===== src/rtl/flash_cache_stats.sv =====
// Cache hit/miss performance monitor: saturating lifetime counters plus last-window totals,
// read by the core over a select/wstrb/ready register bus.
module flash_cache_stats #(
   parameter int unsigned CNT_W      = 32,
   parameter int unsigned WINDOW_CYC = 1_000_000
) (
   input  logic        clk,
   input  logic        reset_n,
   input  logic        hit_i,
   input  logic        miss_i,
   input  logic        select,
   input  logic [3:0]  wstrb,
   input  logic [4:0]  addr,
   input  logic [31:0] data_i,
   output logic        ready,
   output logic [31:0] data_o
);

   localparam int unsigned       TMR_W    = $clog2(WINDOW_CYC);
   localparam logic [TMR_W-1:0]  TMR_LAST = TMR_W'(WINDOW_CYC - 1);
   localparam logic [CNT_W-1:0]  CNT_MAX  = '1;

   typedef enum logic {S_IDLE, S_DONE} state_t;

   state_t             state;
   logic               enable;
   logic               win_valid;
   logic [CNT_W-1:0]   hits;
   logic [CNT_W-1:0]   misses;
   logic [CNT_W-1:0]   win_hits;
   logic [CNT_W-1:0]   win_misses;
   logic [CNT_W-1:0]   run_hits;
   logic [CNT_W-1:0]   run_misses;
   logic [TMR_W-1:0]   timer;

   logic [2:0]         idx_c;
   logic               access_c;
   logic               ctrl_wr_c;
   logic               clear_c;
   logic [31:0]        rd_data_c;
   logic               unused_c;

   function automatic logic [CNT_W-1:0] sat_inc(input logic [CNT_W-1:0] v, input logic inc);
      return (inc && (v != CNT_MAX)) ? v + CNT_W'(1) : v;
   endfunction

   assign idx_c     = addr[4:2];
   assign access_c  = (state == S_IDLE) && select;
   assign ctrl_wr_c = access_c && (wstrb != 4'd0) && (idx_c == 3'd0);
   assign clear_c   = ctrl_wr_c && data_i[1];
   assign unused_c  = ^{addr[1:0], data_i[31:2]};

   // Register read mux; counters zero-extended to the bus width
   always_comb begin
      rd_data_c = '0;
      case (idx_c)
         3'd0:    rd_data_c = {29'd0, win_valid, 1'b0, enable};
         3'd1:    rd_data_c = 32'(hits);
         3'd2:    rd_data_c = 32'(misses);
         3'd3:    rd_data_c = 32'(win_hits);
         3'd4:    rd_data_c = 32'(win_misses);
         3'd5:    rd_data_c = 32'(WINDOW_CYC);
         default: rd_data_c = '0;
      endcase
   end

   // Bus FSM: access performed on leaving IDLE, ready held for the single DONE cycle
   always_ff @(posedge clk) begin
      if (!reset_n) begin
         state  <= S_IDLE;
         ready  <= 1'b0;
         data_o <= '0;
      end else begin
         case (state)
            S_IDLE: begin
               ready <= 1'b0;
               if (select) begin
                  state <= S_DONE;
                  ready <= 1'b1;
                  if (wstrb == 4'd0) data_o <= rd_data_c;
               end
            end
            S_DONE: begin
               ready <= 1'b0;
               state <= S_IDLE;
            end
            default: begin
               ready <= 1'b0;
               state <= S_IDLE;
            end
         endcase
      end
   end

   // Counters and window timer; clear overrides both counting and rollover
   always_ff @(posedge clk) begin
      if (!reset_n) begin
         enable     <= 1'b1;
         win_valid  <= 1'b0;
         hits       <= '0;
         misses     <= '0;
         win_hits   <= '0;
         win_misses <= '0;
         run_hits   <= '0;
         run_misses <= '0;
         timer      <= '0;
      end else begin
         if (ctrl_wr_c) enable <= data_i[0];
         if (clear_c) begin
            win_valid  <= 1'b0;
            hits       <= '0;
            misses     <= '0;
            win_hits   <= '0;
            win_misses <= '0;
            run_hits   <= '0;
            run_misses <= '0;
            timer      <= '0;
         end else if (enable) begin
            hits   <= sat_inc(hits, hit_i);
            misses <= sat_inc(misses, miss_i);
            if (timer == TMR_LAST) begin
               win_hits   <= sat_inc(run_hits, hit_i);
               win_misses <= sat_inc(run_misses, miss_i);
               run_hits   <= '0;
               run_misses <= '0;
               timer      <= '0;
               win_valid  <= 1'b1;
            end else begin
               run_hits   <= sat_inc(run_hits, hit_i);
               run_misses <= sat_inc(run_misses, miss_i);
               timer      <= timer + TMR_W'(1);
            end
         end
      end
   end

endmodule


===== config.mk =====
export PLATFORM = sky130hd
export DESIGN_NAME = flash_cache_stats
export DESIGN_NICKNAME = d
export VERILOG_FILES = /design/src/rtl/flash_cache_stats.sv
export SDC_FILE = /design/constraint.sdc
export NUM_CORES = 1
export LEC_CHECK = 0
export BUFFER_PORTS_ARGS = -buffer_cell sky130_fd_sc_hd__buf_4
export CORE_UTILIZATION = 40
export DETAILED_ROUTE_END_ITERATION = 10
export SYNTH_ARGS = -nofsm -noshare
export SYNTH_HDL_FRONTEND = slang
export SYNTH_SLANG_ARGS = --single-unit

===== constraint.sdc =====
create_clock -name clk -period 2.2 [get_ports clk]
set_input_delay 0.22 -clock clk [delete_from_list [all_inputs] [get_ports clk]]
set_output_delay 0.22 -clock clk [all_outputs]
set_load 0.1 [all_outputs]

---- Yosys cells after proc, flatten, opt, wreduce, memory -nomap -nowiden ----
Cells that the tools add are included.
cells by class
  reduce and logical (&&, ||, !) cells .... 16
  muxes and demuxes ....................... 8
  div/mod/pow operators ................... 0
  $lt $le $gt $ge ......................... 0
  shift operators ......................... 0
  bitwise logic cells ..................... 2
  multiply operators ...................... 0
  equality and inequality tests ........... 10
  add/subtract/negate cells ............... 5
operator list
  kind                                                                    number
  32-bit one-hot mux with 6 select lines                                  1
  32-bit by 1-bit adder with 32-bit output (second input constant)        4
  32-bit 2-to-1 mux                                                       4
  32-bit != test (second input constant)                                  4
  20-bit by 1-bit adder with 20-bit output (second input constant)        1
  20-bit equality test (second input constant)                            1
  20-bit 2-to-1 mux                                                       1
  1-bit logical AND                                                       8
  3-bit by 2-bit equality test with 1-bit output (second input constant)  2
  3-bit equality test (second input constant)                             2
  2-bit AND reduction                                                     3
  4-bit zero test                                                         1
  4-bit nonzero test                                                      1
  3-bit by 1-bit equality test with 1-bit output (second input constant)  1
  3-bit zero test                                                         1
  3-bit AND reduction                                                     1
  1-bit inverter                                                          2
  1-bit one-hot mux with 2 select lines                                   1
  2-bit OR reduction                                                      1
  1-bit 2-to-1 mux                                                        1
storage, ports and cells
  bits in registers ....................... 247
  input port bits ......................... 46
  RAM bits ................................ 0
  memories ................................ 0
  memory bits (read-only) ................. 0
  bits in latches ......................... 0

---- Logic depth before layout (Yosys ltp) ----
  depth after elaboration ................. 6
  depth in mapped cells ................... 9
  depth with buffers taken out ............ 7

---- Worst setup path before layout ----
OpenSTA, ideal clock, no wires.
  path type ............................... register to register
  start ................................... register state
  end ..................................... register run_hits[4]
  required time ........................... 2.126 ns
  arrival ................................. 2.229 ns
  clock period less this slack ............ 2.303 ns
  cell stages (with the launch flop) ...... 8
  setup slack ............................. -0.103 ns
  cells stage by stage .................... dfxtp_1 > nor4bb_1 > a31oi_1 > o211a_1 > buf_2 > clkbuf_1 > o21ai_0 > a31oi_1
between the ends
  longest elaborated chain between the ends .. 6
ends and longest elaborated chain
  element                              line  RTL
  from (decl)                          25    state_t state;
  from (signal assigned)               70    state <= S_IDLE;
  from (signal assigned)               78    state <= S_DONE;
  from (signal assigned)               85    state <= S_IDLE;
  1-bit inverter (no source line)      n/a
  1-bit logical AND                    48    assign access_c = (state == S_IDLE) && select;
  1-bit logical AND (2 in a row)       49    assign ctrl_wr_c = access_c && (wstrb != 4'd0) && (idx_c == 3'd0);
  1-bit logical AND                    50    assign clear_c = ctrl_wr_c && data_i[1];
  2-bit OR reduction (no source line)  n/a
  to (signal assigned)                 129   run_hits <= sat_inc(run_hits, hit_i);
  to (decl)                            32    logic [CNT_W-1:0] run_hits;
No other way between the ends.
A chain may end at the register's enable or synchronous reset.

---- Worst setup path in the final report ----
  start ................................... register run_misses[0]
  end ..................................... register run_misses[16]
between the ends
  longest elaborated chain between the ends .. 4
  elaborated cells on any way between the ends .. 5
  classes of those cells .................. add/sub (1); eq/ne (1); mux (2); reduce/logical (1)
ends and longest elaborated chain
  element                                                                           line  RTL
  from (decl)                                                                       33    logic [CNT_W-1:0] run_misses;
  from (signal assigned)                                                            130   run_misses <= sat_inc(run_misses, miss_i);
  branches (longest 2 deep; another with 32-bit by 1-bit adder with 32-bit output)  n/a
  32-bit 2-to-1 mux *                                                               44    return (inc && (v != CNT_MAX)) ? v + CNT_W'(1) : v;
  32-bit 2-to-1 mux *                                                               121   if (timer == TMR_LAST) begin
Mark *: on every way between the ends.

==> results.yml <==
outcome:
  status: "finished with violations"
  violations: "negative setup slack"
pwr:
  leakage_nw: 5.654
  p_clk_share_pct: 49.2
  total_power_mw: 9.933
  p_comb_share_pct: 5.3
  vdd_drop_max_mv: 0.5407
  swShare_pct: 22.41
  power_frac_seq_pct: 45.5
  internal-power_mw: 7.707
  p_switching_mw: 2.226
  powerDensity_nw_per_um2: 636.2
final_layout:
  final_common_cell: "dfxtp_1"
  design_area_um2: 15610
  multi_input_area_um2: 7267
  final_nets: 1712
  n_fill_cell: 2868
  drive_above_1_share_pct: 20.75
  syn_to_final_growth_pct: 26.00
  regArea_um2: 4949
  final_cell_mix: "dfxtp_1 (244), buf_4 (190), nor2_1 (160)"
cts:
  cts_buffers: 27
  clock_path_buffers: 3
  clk_pin_slew_ps: 60
  clk_latency_ps: 550
  clkSinkCount: 247
  htreeDepth: 1
  clock-root-buffer: "clkbuf_16"
  tritoncts: "built"
sta:
  hold_viol: 0
  fin_setup_tns_ps: -202.2
  max_slew_margin_pct: 63.71
  tightest_slew_ps: 538.7
  clock-skew-final_ps: 16.32
  fin_ws_ps: -69.38
  period_share_pct: 103.2
  drv_slew: 0
  clock.fmax_mhz: 440.6
  rsz0062_at_grt: "true"
  post-route-min-period_ps: 2269
  whs_ps: 122.2
  setup_viol: 6
setup_path:
  end_kind: "flip-flop"
  path_max_fanout: 4
  required_ps: 2670
  critPathLaunchType: "flip-flop"
  path_class: "flip-flop to flip-flop"
  arrival_ps: 2740
yosys:
  synth_top_area_share_pct: 39.90
  ys_ff_latch: 247
  syn_area_um2: 12390
  synth_flop_cell: "dfxtp_1"
  yosysWarnings: 0
  syn_area_per_cell_um2: 8.207
  synthesis.nets: 1561
  yosysUniqueCellTypes: 70
  synth_area_leaders: "dfxtp_1 (40%), xor2_1 (5.3%), o21ai_0 (5.2%)"
  postSynth.asyncResetShare_pct: 0
  synth_top_area_cell: "dfxtp_1"
  seq_area_frac_synth_pct: 39.90
  syn_inst: 1510
  synth_edf_count: 0
floorplanning:
  rows: 64
  die_w_um: 178.0
  io_pins: 79
  die_area_um2: 31690
  start_util_pct: 40.62
  die_h_um: 178.0
  core_um2: 30510
grt:
  antenna_found_initial: 1
  grt_start_max_net_pins: 48
  grt-ovfl-total: 0
  grt_pass1_wl_mm: 58.01
  grt_pass1_vias: 10510
  grt_usage_pct: 23.19
drt:
  antenna_left: 0
  drt-initial-drc-count: 1100
  viasPerCell: 5.655
  dr.pass1.iters: 6
  num_vias: 11730
  drcViolationCount: 0
  totalWireLength_mm: 37.71
  wl_per_cell_um: 18.18
place:
  placed_area_um2: 14180
  dpl.hpwl_mm: 26.49
  numPortBuffers: 46
  gp_congestion: 0.9253
job:
  cap_violations: 0
hold_path:
  hold_path.class: "primary input to flip-flop"
## sequential cells by signal, summed over array words and instances (netlist names)
signal      cells
data_o         32
enable          1
hits           32
misses         32
run_hits       32
run_misses     32
state           1
timer          20
win_hits       32
win_misses     32
win_valid       1
## per-stage QoR
stage                     instances  setup slack (ps)  utilization, %
after floorplan                1510             7.352               -
after global placement         2005             9.786           46.47
after detailed placement       2005            -10.16           46.47
after CTS                      2052            -6.940           49.67
after global routing           2074            -137.9           51.18
final                          2074            -69.38           51.18
## cell usage after synthesis, drive strengths merged, types with 6 or more instances
| library cell | n |
|---|---|
| a211oi | 14 |
| a21oi | 65 |
| a22oi | 46 |
| a31oi | 49 |
| a41oi | 6 |
| and2 | 10 |
| and3 | 31 |
| and4 | 23 |
| buf | 18 |
| clkbuf | 75 |
| dfxtp | 247 |
| inv | 24 |
| mux2 | 25 |
| mux2i | 7 |
| nand2 | 157 |
| nand2b | 11 |
| nand3 | 77 |
| nand4 | 57 |
| nor2 | 168 |
| nor3 | 19 |
| nor4 | 19 |
| nor4b | 6 |
| o21ai | 132 |
| o31ai | 10 |
| or3 | 20 |
| xnor2 | 58 |
| xor2 | 75 |
## logic make-up (layout without fill, tap and decap cells)
group | Yosys count | count (layout) | synth area share, %
muxes | 33 | 33 | 3.019
AOI/OAI and AO/OA | 358 | 358 | 18.02
buffers and inverters | 117 | 284 | 3.827
DFF | 247 | 247 | 39.90
other | 0 | 1 | 0
and+or+nand+nor | 617 | 617 | 25.32
adders and majority gates | 5 | 5 | 0.5048
xor gates and xnor gates | 133 | 133 | 9.400
## final cells by class
type,instances,share of cell area [%]
multi-input cells,1146,46.54
flip-flops and latches,247,31.69
repair buffers,215,11.91
clock buffers,34,4.880
well taps,396,3.173
clock inverters,11,1.210
inverters,24,0.5770
diodes,1,0.01603
## critical path: stages (launching register included)
cell and delay (ps):
dfxtp_2 350, ha_4 160, nand3_4 80, or4_4 590, buf_12 160, a21oi_4 170, buf_4 160, nand3_4 90
or3_1 350, o21ai_0 80
## routing by layer
layer  GRT usage, %  share of wire, %  vias to the layer above
met4          8.369               3.3                        0
met2          34.81                44                      366
li1               -                 -                     5739
met1          33.69                47                     5555
met5              0                 0                        -
met3          2.962               6.3                       68
## final timing paths
kind	startpoint	endpoint	slack [ps]	cells past startpoint
worst min register to register	win_misses[31]	win_misses[31]	450	2
worst max register to register	run_misses[0]	run_misses[16]	-70	9
worst max-delay path	run_misses[0]	run_misses[16]	-70	9
worst min-delay path	select	state	120	3
## power groups by stage
stage / sequential [mW] / combinational [mW] / clock (mW)
finish: 4.52 / 0.525 / 4.89
global route: 4.52 / 0.571 / 5.12
CTS: 4.52 / 0.490 / 4.97
detailed placement: 4.62 / 0.484 / 0
global placement: 4.62 / 0.481 / 0
floorplan: 4.63 / 0.268 / 0
## repair_timing
action,in CTS,in global routing
setup buffers,0,19
resized for setup,2,61
pin swaps,1,28
hold buffers,2,0
endpoints found under the setup margin,4,53
hold endpoints to repair,2,0
gates cloned,0,2
No activity file was read; power rests on OpenSTA's default activity.
